### config.mk
export PLATFORM = sky130hd
export DESIGN_NAME = tsb_drive_ctrl
export DESIGN_NICKNAME = d
export VERILOG_FILES = /design/src/rtl/tsb_pkg.sv /design/src/rtl/tsb_drive_ctrl.sv
export SDC_FILE = /design/constraint.sdc
export NUM_CORES = 1
export LEC_CHECK = 0
export CAP_MARGIN = 20
export CELL_PAD_IN_SITES_DETAIL_PLACEMENT = 1
export CELL_PAD_IN_SITES_GLOBAL_PLACEMENT = 1
export CORE_UTILIZATION = 37
export CTS_CLUSTER_SIZE = 30
export DETAILED_ROUTE_END_ITERATION = 7
export PLACE_DENSITY = 0.74
export SLEW_MARGIN = 10
export SYNTH_ARGS = -nofsm -noshare
export SYNTH_HDL_FRONTEND = slang
export SYNTH_SLANG_ARGS = --single-unit
export TNS_END_PERCENT = 50
### constraint.sdc
create_clock -name clk -period 2.55 [get_ports clk]
set_input_delay 0.3825 -clock clk [delete_from_list [all_inputs] [get_ports clk]]
set_output_delay 0.3825 -clock clk [all_outputs]
set_load 0.05 [all_outputs]
### src/rtl/tsb_pkg.sv
// Shared definitions for the tri-state bus drive controller.
// FSM encodings and counter widths used by tsb_drive_ctrl.
package tsb_pkg;

    localparam int BEAT_W = 8;
    localparam int TURN_W = 4;

    localparam logic [1:0] ST_IDLE  = 2'd0;
    localparam logic [1:0] ST_REQ   = 2'd1;
    localparam logic [1:0] ST_DRIVE = 2'd2;
    localparam logic [1:0] ST_TURN  = 2'd3;

endpackage

### src/rtl/tsb_drive_ctrl.sv
// Tri-state bus drive controller: requests the bus, streams beats into
// an external bufif1 array, and releases with turnaround. Optional TSB_PARITY_EN.
module tsb_drive_ctrl
    import tsb_pkg::*;
#(
    parameter int WIDTH     = 8,
    parameter int TURN_CYC  = 2,
    parameter int MAX_BURST = 4
) (
    input  logic             clk,
    input  logic             rst,
    input  logic             in_valid,
    output logic             in_ready,
    input  logic [WIDTH-1:0] in_data,
    input  logic             in_last,
    output logic             bus_req,
    input  logic             bus_gnt,
    output logic [WIDTH-1:0] drv_data,
    output logic             drv_en,
    output logic             gnt_lost
`ifdef TSB_PARITY_EN
    ,
    output logic             drv_par
`endif
);

    localparam logic [BEAT_W-1:0] MAX_B   = BEAT_W'(MAX_BURST);
    localparam logic [TURN_W-1:0] TURN_LD = TURN_W'(TURN_CYC - 1);

    logic [1:0]        state_q, state_d;
    logic [BEAT_W-1:0] beat_q, beat_d;
    logic [TURN_W-1:0] turn_q, turn_d;
    logic              drv_en_q;
    logic [WIDTH-1:0]  drv_data_q;
    logic              accept;
    logic              burst_done;

    // Handshake outputs are forced low while reset is held.
    assign in_ready   = !rst && (state_q == ST_DRIVE) && bus_gnt;
    assign bus_req    = !rst && ((state_q == ST_REQ) || (state_q == ST_DRIVE));
    assign gnt_lost   = !rst && (state_q == ST_DRIVE) && !bus_gnt;
    assign accept     = in_valid && in_ready;
    assign burst_done = in_last || ((beat_q + BEAT_W'(1)) == MAX_B);
    assign drv_en     = drv_en_q;
    assign drv_data   = drv_data_q;

    // Next-state logic for the tenure FSM and its beat/turnaround counters.
    always_comb begin
        state_d = state_q;
        beat_d  = beat_q;
        turn_d  = turn_q;
        case (state_q)
            ST_IDLE: begin
                if (in_valid) state_d = ST_REQ;
            end
            ST_REQ: begin
                if (bus_gnt) begin
                    state_d = ST_DRIVE;
                    beat_d  = '0;
                end
            end
            ST_DRIVE: begin
                if (!bus_gnt) begin
                    state_d = ST_TURN;
                    turn_d  = TURN_LD;
                end else if (accept) begin
                    beat_d = beat_q + BEAT_W'(1);
                    if (burst_done) begin
                        state_d = ST_TURN;
                        turn_d  = TURN_LD;
                    end
                end
            end
            ST_TURN: begin
                if (turn_q == '0) state_d = ST_IDLE;
                else              turn_d  = turn_q - TURN_W'(1);
            end
            default: state_d = ST_IDLE;
        endcase
    end

    // State, counters and the registered bufif1 data/enable.
    always_ff @(posedge clk) begin
        if (rst) begin
            state_q    <= ST_IDLE;
            beat_q     <= '0;
            turn_q     <= '0;
            drv_en_q   <= 1'b0;
            drv_data_q <= '0;
        end else begin
            state_q  <= state_d;
            beat_q   <= beat_d;
            turn_q   <= turn_d;
            drv_en_q <= accept;
            if (accept) drv_data_q <= in_data;
        end
    end

`ifdef TSB_PARITY_EN
    logic par_q;

    // Parity is registered alongside the data word it covers.
    always_ff @(posedge clk) begin
        if (rst)         par_q <= 1'b0;
        else if (accept) par_q <= ^in_data;
    end

    assign drv_par = par_q;
`endif

endmodule
==> impl_metrics.toml, run 1 <==
[run_status]
outcome = "complete, no violations"

[timing]
relSlewSlack_pct = 63.1
max_freq_mhz = 469
final-max-slew-violation-count = 0
worst_slew_pin_slew_ns = 0.549
rsz0062_at_grt = "no"
finalClockSkew_ns = 0.00562
hold_viol_final = 0
finalSetupViolations = 0
final.period_utilization_pct = 83.7
timing.setup.tns_ns = 0
fin_crit_ns = 2.13

[synthesis]
synth_net_count = 170
synth-warning-count = 0
main_combinational_cell_family_by_area_after_synthesis = "simple AND/OR/NAND/NOR gates"
synth-simple-area-share_pct = 28.5
syn-instance-count = 149
synth-compound-area-share_pct = 19.5
synth_seq_area_share_pct = 37.5
netlist_area_before_placement_mm2 = 0.00123
post_synth_num_cell_types = 38
yosys_register_bits = 23
yosys.area_share.adder_pct = 8.15
synth_xor_xnor_area_share_pct = 0
post_synth.cell_area_avg_um2 = 8.25
muxShareOfSynthArea_pct = 0.916

[final_layout]
fillCellCount = 402
fin_nets = 194
num_antenna_cells = 0
areaGrowthSynthToFinish_pct = 27.7
postLayoutCoreUtil_pct = 50.6
post_route_cells_drive_above_1_share_pct = 6.40

[clock_network]
postCtsSetupBuffers = 0
htree_num_levels = 1
clock_transition_time_at_the_flip_flop_clock_pins_of_the_worst_setup_and_hold_paths_ns = 0.13
cts_buffer_depth = 2
hold_bufs_at_cts = 0
tritoncts = "yes"
clock-root-buffer = "clkbuf_4"
clk-insertion-delay-late_ns = 0.32
numCtsBuffers = 3
clock_sinks = 23
ctsResizeCount = 0

[worst_hold_path]
timing.hold.worst.start = "drv_data[0]"
timing.hold.worst_endpoint = "drv_data[0]"
min_delay_path_depth = 2
min_path_type = "flip-flop to flip-flop"

[worst_setup_path]
timing.critical_path.required_ns = 2.17
endpoint_kind = "output port"
setup.worst_path.class = "flip-flop to output port"
rr_endpoint = "state_q[0]"
startpoint_type = "flip-flop"
reg2reg_setup_slack_ns = 0.58
worstPathArrival_ns = 1.75
r2r_start = "turn_q[0]"
critical_path.max_fanout = 10
worst-r2r-cell-count = 6

[die]
start_util_pct = 39.6
die-height_um = 59.6
die-width_um = 59.6
design.portCount = 25
placement_rows = 20
die-area_mm2 = 0.00356
design.core.area_mm2 = 0.00310

[place]
detailed_place_hpwl_um = 2410
gp_routability_congestion = 0.747
buffer_ports.inserted = 24

[global_routing]
gr-total-overflow = 0
met1_usage_pct = 24.0
grt_pass1_vias = 1130
gr_util_all_layers_pct = 19.4
groute.layer.met3.usage_pct = 4.59
antenna_violations_before_repair = 0
grt_use_met2_pct = 32.9
grt_start_max_net_pins = 20
layer_with_the_highest_usage = "met2"
grt_pass1_wl_um = 5100

[routing]
detailroute.via_count = 1134
route.final.wire_length_um = 3040
detailedRoute.firstIterationViolations = 47
drt.antenna.violating_nets = 0
number_of_remaining_drc_errors = 0
drt_first_pass_iters = 4
avgRoutedWirePerCell_um = 14.1
avgViaCountPerCell = 5.25

[pwr]
powerDensity_mw_per_mm2 = 619
pwr-share-seq_pct = 41.7
switching_share_pct = 37.1
leakage_nw = 0.583
clockPowerShare_pct = 18.2
power_frac_comb_pct = 40.0
vdd.ir_drop.worst_v = 0.000396
internal_power_w = 0.000611
p_switching_w = 0.000361

[job]
max_cap_violations = 0
==> worst max-delay path by stage <==
stage / startpoint / end
2_1_floorplan: state_q[0] / gnt_lost
3_3_place_gp: rst / beat_q[3]
3_5_place_dp: rst / beat_q[3]
4_1_cts: state_q[0] / gnt_lost
5_1_grt: state_q[0] / gnt_lost
6_report: state_q[0] / gnt_lost
==> layer usage <==
metal	share of wire, %	up-vias	wire [um]
met4	1.1	0	34
met3	2.4	4	73
met5	0	-	0
met2	53	10	1620
li1	-	571	-
met1	43	549	1310
==> logic make-up (layout without fill, tap and decap cells) <==
group | Yosys count | in the layout
flops | 23 | 23
compound gates | 38 | 38
fa+ha+maj | 8 | 8
mux | 1 | 1
buf+inv | 17 | 40
simple gates | 62 | 62
==> worst max-delay path, cell delays in order, from the launching register on <==
cell	delay, ns
dfxtp_1	0.35
inv_1	0.13
ha_1	0.37
nor3b_1	0.39
buf_12	0.19
==> flip-flops by register name (all words and copies together) (netlist names) <==
signal,flops
beat_q,8
drv_data,8
drv_en,1
state_q,2
turn_q,4
==> per-stage QoR <==
step           worst slack, ns  cell area, um2  instances  total power [W]  hold WS (ns)
2_1_floorplan            0.192            1230        149         0.000668         0.461
3_3_place_gp             0.412            1540        212         0.000789         0.457
3_5_place_dp             0.370            1540        212         0.000804         0.473
4_1_cts                  0.395            1570        216         0.000990         0.496
5_1_grt                  0.316            1570        216          0.00104         0.507
6_report                 0.416            1570        216         0.000972         0.493
==> power groups by stage <==
stage / combinational (W) / clock [W] / sequential, W
after floorplan: 0.000239 / 0 / 0.000430
after global placement: 0.000378 / 0 / 0.000411
after detailed placement: 0.000390 / 0 / 0.000414
after CTS: 0.000392 / 0.000192 / 0.000406
after global routing: 0.000433 / 0.000201 / 0.000409
final: 0.000389 / 0.000177 / 0.000406
==> final cells by class <==
type | count | area (um2) | share of cell area (%)
clock buffers | 4 | 26.3 | 1.67
multi-input cells | 109 | 701 | 44.7
inverters | 9 | 33.8 | 2.15
repair buffers | 27 | 293 | 18.7
well taps | 44 | 55.1 | 3.51
flip-flops and latches | 23 | 460 | 29.3
==> layout by cell type (no fill, tap or decap), types with 2 or more instances in the layout <==
cell             count
nand3b_1             3
nor3_1               3
or4_1                2
o21ai_0             14
nand2b_1             9
nor2b_1              7
a211oi_1             4
buf_4                3
a31oi_1              2
clkdlybuf4s50_1     21
buf_12               3
nor2_1               9
a21oi_1              7
nand2_1             11
clkbuf_4             3
dfxtp_1             23
ha_1                 8
and3_1               2
nand3_1              8
nand4b_1             2
inv_1                9
==> cells in the mapped netlist (all sizes together) <==
master | count | area share [%]
a211o | 1 | 0.71
a211oi | 4 | 2.4
a21o | 1 | 0.61
a21oi | 7 | 2.9
a221oi | 1 | 0.71
a222oi | 1 | 0.81
a22oi | 1 | 0.61
a311o | 1 | 0.81
a31oi | 2 | 1.0
a41oi | 1 | 0.71
and3 | 2 | 1.0
and3b | 1 | 0.71
buf | 4 | 1.5
clkbuf | 4 | 1.2
dfxtp | 23 | 37
ha | 8 | 8.1
inv | 9 | 2.7
mux2 | 1 | 0.92
nand2 | 11 | 3.4
nand2b | 9 | 4.6
nand3 | 8 | 3.3
nand3b | 3 | 1.8
nand4 | 1 | 0.51
nand4b | 2 | 1.4
nor2 | 9 | 2.7
nor2b | 7 | 3.6
nor3 | 3 | 1.2
nor3b | 1 | 0.61
nor4b | 1 | 1.2
o21ai | 15 | 6.1
o31a | 1 | 0.71
o31ai | 1 | 0.61
o41ai | 1 | 0.71
or3 | 1 | 0.51
or3b | 1 | 0.71
or4 | 2 | 1.2
No activity file was read; power rests on OpenSTA's default activity.
==> run 2, diff against run 1 <==
==> constraint.sdc (replaced) <==
create_clock -name clk -period 2 [get_ports clk]
set_input_delay 0.3 -clock clk [delete_from_list [all_inputs] [get_ports clk]]
set_output_delay 0.3 -clock clk [all_outputs]
set_load 0.05 [all_outputs]
==> run 2 against run 1 <==
Against the previous run: sequential power increased by 28%; core utilization increased by 2.1 points; combinational power increased by 40%; final area increased by 4.1%; worst hold slack got worse by 0.0050 ns; largest power group is now combinational logic; highest routed layer unchanged.
==> impl_metrics.toml, run 2 (same netlist as run 1, synthesis figures left out) <==
[global_routing]
grt_pass1_wl_um = 5280
antenna_violations_before_repair = 0
gr_util_all_layers_pct = 20.2
grt_start_max_net_pins = 19
grt_pass1_vias = 1197
gr-total-overflow = 0

[final_layout]
post_route_cells_drive_above_1_share_pct = 11.9
fin_nets = 199
layout.cells.most_common = "dfxtp_1"
num_antenna_cells = 0
most-common-layout-cells = "dfxtp_1, clkdlybuf4s50_1, o21ai_0, nand2_1"
layout.cell_area.non_filler_mm2 = 0.00163
areaGrowthSynthToFinish_pct = 32.9
postLayoutCoreUtil_pct = 52.6

[die]
die-width_um = 59.6
die-height_um = 59.6
die-area_mm2 = 0.00356
start_util_pct = 39.6
design.core.area_mm2 = 0.00310
design.portCount = 25
placement_rows = 20

[clock_network]
cts_buffer_depth = 2
postCtsSetupBuffers = 0
numCtsBuffers = 3
htree_num_levels = 1
hold_bufs_at_cts = 0
clock_sinks = 23
clk-insertion-delay-late_ns = 0.33
clock-root-buffer = "clkbuf_4"
clock_transition_time_at_the_flip_flop_clock_pins_of_the_worst_setup_and_hold_paths_ns = 0.14
ctsResizeCount = 0
tritoncts = "yes"

[timing]
finalClockSkew_ns = 0.00947
rsz0062_at_grt = "yes"
worst_slew_pin_slew_ns = 0.524
fin_crit_ns = 1.92
final-max-slew-violation-count = 0
max_freq_mhz = 521
finalSetupViolations = 0
relSlewSlack_pct = 64.9
final.period_utilization_pct = 96.0
hold_viol_final = 0

[routing]
detailedRoute.firstIterationViolations = 54
drt_first_pass_iters = 4
avgRoutedWirePerCell_um = 14.1
detailroute.via_count = 1141
number_of_remaining_drc_errors = 0
drt.antenna.violating_nets = 0
route.final.wire_length_um = 3120
avgViaCountPerCell = 5.16

[worst_setup_path]
worstPathArrival_ns = 2.15
worst-r2r-cell-count = 6
endpoint_kind = "flip-flop"
reg2reg_setup_slack_ns = 0.08
r2r_start = "turn_q[1]"
startpoint_type = "flip-flop"
setup.worst_path.class = "flip-flop to flip-flop"
critical_path.max_fanout = 6
rr_endpoint = "state_q[0]"
timing.critical_path.required_ns = 2.23

[place]
buffer_ports.inserted = 24
placement.cell_area_mm2 = 0.00159
gp_routability_congestion = 0.747
detailed_place_hpwl_um = 2430

[pwr]
powerDensity_mw_per_mm2 = 790
finalPower_w = 0.00129
vdd.ir_drop.worst_v = 0.000318
leakage_nw = 0.611

[job]
max_cap_violations = 0

[worst_hold_path]
timing.hold.worst_endpoint = "drv_data[5]"
timing.hold.worst.start = "drv_data[5]"
min_delay_path_depth = 2
min_path_type = "flip-flop to flip-flop"

[run_status]
outcome = "complete, no violations"
run 2: metal layers:
metal	share of wire (%)	global-route usage, %	up-vias
li1	-	-	588
met1	47	23.8	542
met2	49	35.3	7
met3	1.6	3.28	4
met4	2.2	9.97	0
met5	0	0	-
run 2: worst max-delay path by stage:
stage | start | end | slack, ns | depth (start not counted)
after global routing | turn_q[0] | state_q[0] | -0.04 | 6
final | turn_q[1] | state_q[0] | 0.08 | 6
after global placement | turn_q[0] | state_q[1] | 0.11 | 6
after detailed placement | turn_q[0] | state_q[0] | 0.07 | 6
after floorplan | state_q[0] | in_ready | 0.12 | 5
after CTS | state_q[0] | gnt_lost | 0.03 | 5
run 2: final cells by class:
| type | instances | area [um2] |
|---|---|---|
| fill | 399 | 1470 |
| clock buffer | 3 | 22.5 |
| clock inverter | 1 | 5.00 |
| sequential | 23 | 460 |
| tap | 44 | 55.1 |
| inverter | 9 | 33.8 |
| timing repair buffer | 32 | 330 |
| multi-input combinational | 109 | 726 |
run 2: through the flow:
step | cells | setup WS, ns | setup TNS [ns] | hold slack (ns)
2_1_floorplan | 149 | 0.122 | 0 | 0.409
3_3_place_gp | 217 | 0.108 | 0 | 0.459
3_5_place_dp | 217 | 0.0719 | 0 | 0.474
4_1_cts | 221 | 0.0342 | 0 | 0.492
5_1_grt | 221 | -0.0376 | -0.0376 | 0.516
6_report | 221 | 0.0808 | 0 | 0.488
run 2: report_power, final:
part           internal [W]  switching, W
combinational      0.000243      0.000300
clock             0.0000751      0.000154
sequential         0.000492     0.0000256
run 2: worst max-delay path: stages (launching register included):
cell,delay [ns]
dfxtp_1,0.34
inv_1,0.09
ha_1,0.14
or3b_4,0.42
a222oi_1,0.34
nand3_1,0.17
a221oi_1,0.33
